<file path="config.mk">
export PLATFORM = sky130hd
export DESIGN_NAME = mm_result_collector
export DESIGN_NICKNAME = d
export VERILOG_FILES = /design/src/rtl/mm_result_collector.sv
export SDC_FILE = /design/constraint.sdc
export NUM_CORES = 1
export LEC_CHECK = 0
export BUFFER_PORTS_ARGS = -buffer_cell sky130_fd_sc_hd__clkbuf_2
export CAP_MARGIN = 30
export CORE_MARGIN = 2
export CORE_UTILIZATION = 30
export DETAILED_ROUTE_END_ITERATION = 8
export PLACE_DENSITY_LB_ADDON = 0.08
export SYNTH_ARGS = -nofsm -noshare
export SYNTH_HDL_FRONTEND = slang
export SYNTH_SLANG_ARGS = --single-unit
</file>
<file path="constraint.sdc">
create_clock -name clk -period 6.2 [get_ports clk]
set_input_delay 0.62 -clock clk [delete_from_list [all_inputs] [get_ports clk]]
set_output_delay 0.62 -clock clk [all_outputs]
set_load 0.02 [all_outputs]
</file>
<file path="src/rtl/mm_result_collector.sv">
// mm_result_collector: buffers the matrix-multiply engine's result stream,
// tags each element with its row/column and drains the matrix to a consumer
// over a valid/ready handshake once the engine drops mm_busy.
// Illegal-dimension results are reported as a single mat_done+mat_illegal pulse.
// Optional feature macro: MM_COLLECT_ROWSUM_EN (per-row signed sum outputs).
module mm_result_collector #(
    parameter int DATA_W = 20,
    parameter int DEPTH  = 16,
    parameter int IDX_W  = 4
) (
    input  logic              clk,
    input  logic              rst,
    input  logic [DATA_W-1:0] mm_data,
    input  logic              mm_valid,
    input  logic              mm_legal,
    input  logic              mm_change_row,
    input  logic              mm_busy,
    input  logic              rd_ready,
    output logic              rd_valid,
    output logic [DATA_W-1:0] rd_data,
    output logic [IDX_W-1:0]  rd_row,
    output logic [IDX_W-1:0]  rd_col,
    output logic              rd_last,
    output logic              mat_done,
    output logic              mat_illegal,
    output logic              overflow
`ifdef MM_COLLECT_ROWSUM_EN
   ,output logic signed [DATA_W+IDX_W-1:0] row_sum,
    output logic                           row_sum_valid
`endif
);

    localparam int AW    = $clog2(DEPTH);
    localparam int PTR_W = AW + 1;

    typedef enum logic [1:0] {
        S_IDLE,
        S_COLLECT,
        S_DRAIN,
        S_ERROR
    } state_t;

    state_t state;
    state_t state_nxt;

    logic [DATA_W-1:0] mem_data [DEPTH];
    logic [IDX_W-1:0]  mem_row  [DEPTH];
    logic [IDX_W-1:0]  mem_col  [DEPTH];

    // Pointers carry one extra bit so "full" (DEPTH stored) is distinct from empty.
    logic [PTR_W-1:0] wr_ptr;
    logic [PTR_W-1:0] rd_ptr;
    logic [IDX_W-1:0] row_cnt;
    logic [IDX_W-1:0] col_cnt;
    logic             busy_q;

    logic busy_fall;
    logic empty;
    logic full;
    logic accept_state;
    logic bad_elem;
    logic write_en;
    logic drop;
    logic clear_buf;
    logic rd_fire;

    assign busy_fall    = busy_q & ~mm_busy;
    assign empty        = (rd_ptr == wr_ptr);
    assign full         = (wr_ptr == PTR_W'(DEPTH));
    assign accept_state = (state == S_IDLE) || (state == S_COLLECT);
    assign bad_elem     = accept_state & mm_valid & ~mm_legal;
    assign write_en     = accept_state & mm_valid & mm_legal & ~full;
    assign drop         = (accept_state & mm_valid & mm_legal & full)
                        | ((state == S_DRAIN) & mm_valid);
    // DRAIN with an empty buffer is the mat_done cycle; pointers reset at its end.
    assign clear_buf    = bad_elem | (state == S_ERROR) | ((state == S_DRAIN) & empty);
    assign rd_fire      = rd_valid & rd_ready;

    // State register.
    always_ff @(posedge clk or negedge rst) begin
        if (!rst) begin
            state <= S_IDLE;
        end else begin
            state <= state_nxt;
        end
    end

    // Next-state decode; an illegal element takes priority over the end-of-matrix edge.
    always_comb begin
        state_nxt = state;
        unique case (state)
            S_IDLE: begin
                if (mm_valid) begin
                    state_nxt = mm_legal ? S_COLLECT : S_ERROR;
                end
            end
            S_COLLECT: begin
                if (bad_elem) begin
                    state_nxt = S_ERROR;
                end else if (busy_fall) begin
                    state_nxt = S_DRAIN;
                end
            end
            S_DRAIN: begin
                if (empty) begin
                    state_nxt = S_IDLE;
                end
            end
            S_ERROR: begin
                state_nxt = S_IDLE;
            end
            default: begin
                state_nxt = S_IDLE;
            end
        endcase
    end

    // Output decode; read data is forced to zero whenever it is not valid.
    always_comb begin
        rd_valid    = (state == S_DRAIN) && !empty;
        mat_done    = ((state == S_DRAIN) && empty) || (state == S_ERROR);
        mat_illegal = (state == S_ERROR);
        rd_data     = '0;
        rd_row      = '0;
        rd_col      = '0;
        rd_last     = 1'b0;
        if (rd_valid) begin
            rd_data = mem_data[rd_ptr[AW-1:0]];
            rd_row  = mem_row[rd_ptr[AW-1:0]];
            rd_col  = mem_col[rd_ptr[AW-1:0]];
            rd_last = (rd_ptr == (wr_ptr - PTR_W'(1)));
        end
    end

    // Pointers, row/column tags, busy history and sticky overflow.
    always_ff @(posedge clk or negedge rst) begin
        if (!rst) begin
            wr_ptr   <= '0;
            rd_ptr   <= '0;
            row_cnt  <= '0;
            col_cnt  <= '0;
            busy_q   <= 1'b0;
            overflow <= 1'b0;
        end else begin
            busy_q <= mm_busy;
            if (drop) begin
                overflow <= 1'b1;
            end
            if (clear_buf) begin
                wr_ptr  <= '0;
                rd_ptr  <= '0;
                row_cnt <= '0;
                col_cnt <= '0;
            end else begin
                if (write_en) begin
                    wr_ptr <= wr_ptr + PTR_W'(1);
                    if (mm_change_row) begin
                        row_cnt <= row_cnt + IDX_W'(1);
                        col_cnt <= '0;
                    end else begin
                        col_cnt <= col_cnt + IDX_W'(1);
                    end
                end
                if (rd_fire) begin
                    rd_ptr <= rd_ptr + PTR_W'(1);
                end
            end
        end
    end

    // Element storage: data plus the tags current at the time of the write.
    always_ff @(posedge clk) begin
        if (write_en) begin
            mem_data[wr_ptr[AW-1:0]] <= mm_data;
            mem_row[wr_ptr[AW-1:0]]  <= row_cnt;
            mem_col[wr_ptr[AW-1:0]]  <= col_cnt;
        end
    end

`ifdef MM_COLLECT_ROWSUM_EN
    localparam int SUM_W = DATA_W + IDX_W;

    logic signed [SUM_W-1:0] row_acc;
    logic signed [SUM_W-1:0] data_ext;

    assign data_ext = {{IDX_W{mm_data[DATA_W-1]}}, mm_data};

    // Per-row accumulation of stored elements; the row-closing element publishes the sum.
    always_ff @(posedge clk or negedge rst) begin
        if (!rst) begin
            row_acc       <= '0;
            row_sum       <= '0;
            row_sum_valid <= 1'b0;
        end else begin
            row_sum_valid <= 1'b0;
            if (write_en) begin
                if (mm_change_row) begin
                    row_sum       <= row_acc + data_ext;
                    row_sum_valid <= 1'b1;
                    row_acc       <= '0;
                end else begin
                    row_acc <= row_acc + data_ext;
                end
            end
        end
    end
`endif

endmodule
</file>
==> results.sh <==
export IMPL_outcome="finished clean"
export IMPL_leakagePower_nw=6.69
export IMPL_drive_gt1_frac=0.303
export IMPL_drt_wirelength_per_cell_um=25.8
export IMPL_htree_num_levels=2
export IMPL_antennaDiodeCount=0
export IMPL_synth_area_leader_cell="edfxtp_1"
export IMPL_drtPass1Iterations=5
export IMPL_tns_ns=0
export IMPL_clock_path_buffers=3
export IMPL_dieHeight_um=252
export IMPL_cts_buffers=52
export IMPL_finalCritPeriodShare=0.675
export IMPL_cts_tree="yes"
export IMPL_wl_mm=45.7
export IMPL_synthArstFlopShare=0.0468
export IMPL_crit_type="reg -> out"
export IMPL_num_io_pins=60
export IMPL_core_um2=60500
export IMPL_drtIter0Drc=631
export IMPL_cap_viol_max_count=0
export IMPL_seq_area_frac_synth=0.762
export IMPL_peakVddDrop_mv=0.204
export IMPL_use_met1=0.219
export IMPL_drc=0
export IMPL_power_frac_clock=0.360
export IMPL_syn_area_per_cell_um2=21.3
export IMPL_synth_area_leaders="edfxtp_1 (73%), mux4_2 (14%), dfrtp_1 (3.0%), a22oi_1 (2.6%), a21oi_1 (0.87%)"
export IMPL_setup_violations_final=0
export IMPL_synthCells=865
export IMPL_grt_max_degree=50
export IMPL_grt_use_total=0.147
export IMPL_synth_edf_count=448
export IMPL_first_global_vias=9449
export IMPL_vias_per_cell=4.98
export IMPL_start_util=0.304
export IMPL_hold_viol=0
export IMPL_start_kind="register"
export IMPL_rrSetupSlack_ns=2.83
export IMPL_clock_sinks=470
export IMPL_power_density_nw_per_um2=385
export IMPL_min_period_ns=4.18
export IMPL_grt_first_pass_wirelength_mm=67.1
export IMPL_cts_root_buf="clkbuf_16"
export IMPL_finalClockSkew_ns=0.0159
export IMPL_busiest_layer="met2"
export IMPL_reg2reg_depth=7
export IMPL_area_growth_pct=16.0
export IMPL_arrival_ns=3.56
export IMPL_ys_types=46
export IMPL_globalRouteMet2Util=0.225
export IMPL_grt_overflow=0
export IMPL_post_cts_resized=0
export IMPL_worstMarginPinSlew_ns=0.874
export IMPL_r2r_start="wr_ptr[0]"
export IMPL_relSlewSlack=0.417
export IMPL_max_freq_mhz=239
export IMPL_use_met3=0.0275
export IMPL_die_area_um2=63300
export IMPL_cts_setup_buffers=0
export IMPL_antenna_found_initial=4
export IMPL_p_seq_frac=0.455
export IMPL_hpwlAfterDp_mm=24.6
export IMPL_swShare=0.272
export IMPL_power_internal_mw=5.97
export IMPL_power_frac_comb=0.185
export IMPL_ant_nets=0
export IMPL_via_count=8821
export IMPL_syn_area_um2=18400
export IMPL_p_switching_mw=2.23
export IMPL_port_buffers=59
export IMPL_rsz0062_at_grt="false"
export IMPL_maxSlewViolCount=0
export IMPL_syn_nets=900
export IMPL_insertion_delay_ns=0.59
export IMPL_gp_congestion=0.667
export IMPL_core_rowCount=90
export IMPL_hold_path_class="in -> async"
export IMPL_ys_warn_count=0
export IMPL_clk_pin_slew_worst_paths_ns=0.06
export IMPL_utilization=0.353
export IMPL_die_w_um=252
export IMPL_synth_seq_cells=470
export IMPL_hold_buffers=0
export IMPL_path_max_fanout=35
export IMPL_end_kind="primary output"
export IMPL_ys_flop_type="edfxtp_1"
export IMPL_nets=988
export IMPL_synth_top_area_frac=0.732
export IMPL_rr_endpoint="mem_row[6][1]"
export IMPL_required_ns=5.58
==> synth_stat cells (3+ instances only) <==
cell type / count
a32oi_1: 3
a21oi_2: 8
a21o_1: 3
buf_1: 4
xor2_1: 10
dfrtp_1: 22
nand3_1: 10
nor3_1: 7
a22oi_1: 63
o21ai_0: 9
buf_2: 17
or3_1: 3
edfxtp_1: 448
nor2_1: 18
buf_6: 10
mux4_2: 112
inv_1: 7
nand2b_1: 3
nand2_1: 12
clkbuf_1: 17
and2_1: 6
a21oi_1: 32
ha_1: 8
nand4_1: 3
==> layout make-up <==
cell class / count / area [um^2]
fillers: 5569 / 39100
flip-flops and latches: 470 / 14000
multi-input cells: 336 / 4180
clock buffers: 70 / 1400
well taps: 782 / 978
repair buffers: 86 / 536
clock inverters: 20 / 200
inverters: 7 / 26.3
==> sequential cells by signal (all words and copies together) (netlist names) <==
signal,count
busy_q,1
wr_ptr,5
mem_data,320
mem_row,64
mem_col,64
row_cnt,4
state,2
rd_ptr,5
col_cnt,4
overflow,1
==> cells in the final DEF, fill, tap and decap left out, drive strengths merged, types with 2 or more instances in the layout <==
cell type  instances
edfxtp           448
clkbuf           129
mux4             112
a22oi             63
a21oi             40
buf               27
dfrtp             22
nor2              18
clkinv            14
nand2             13
xor2              12
nand3             10
o21ai              9
inv                9
ha                 8
nor3               8
and2               6
bufinv             4
a21o               4
nand2b             3
nand4              3
or3                3
a32oi              3
nor2b              2
nand4bb            2
a211oi             2
xnor2              2
nand3b             2
mux2i              2
==> how the worst max path moves through the flow <==
stage	from	end	cells after the start
2_1_floorplan	wr_ptr[0]	mem_col[0][0]	8
3_3_place_gp	rd_ptr[0]	rd_col[2]	5
3_5_place_dp	rd_ptr[0]	rd_col[2]	5
4_1_cts	rd_ptr[0]	rd_col[2]	5
5_1_grt	rd_ptr[0]	rd_col[2]	5
6_report	rd_ptr[0]	rd_col[2]	5
==> per-stage QoR <==
step	setup WS [ns]	hold slack, ns	total power [mW]	instance area [um^2]	instances
2_1_floorplan	2.31	0.324	4.90	18400	865
3_3_place_gp	2.54	0.441	5.36	19700	1678
3_5_place_dp	2.56	0.446	5.36	19700	1681
4_1_cts	1.90	0.0291	8.35	21300	1771
5_1_grt	1.74	0.0609	8.58	21300	1771
6_report	2.02	0.0432	8.20	21300	1771
==> power groups by stage <==
stage	clock network [mW]	logic [mW]	registers, mW
after floorplan	0	1.22	3.67
after global placement	0	1.56	3.81
after detailed placement	0	1.55	3.81
after CTS	3.05	1.56	3.74
after global routing	3.17	1.66	3.75
final	2.95	1.52	3.73
==> cell families (layout without fill, tap and decap cells) <==
family                   count (synthesis)  in the layout  share of synthesized area
AO/OA/AOI/OAI                          124            124                     0.0463
AND/OR/NAND/NOR                         76             76                     0.0228
adder cells (fa/ha/maj)                  8              8                    0.00545
multiplexers                           114            114                      0.138
flip-flops                             470            470                      0.762
buffers and inverters                   59            183                     0.0178
XOR/XNOR                                14             14                    0.00749
==> worst max-delay path: stages, from the launching register on <==
cell      delay (ns)
dfrtp_4         0.89
buf_4           0.75
mux4_2          0.59
a22oi_1         0.27
a21oi_1         0.16
clkbuf_2        0.22
==> metal layers <==
metal / vias up / part of all wire
li1: 3802 / -
met1: 4784 / 0.49
met2: 182 / 0.46
met3: 51 / 0.041
met4: 2 / 0.015
met5: - / 0.00035
(Power assumes the default switching activity.)
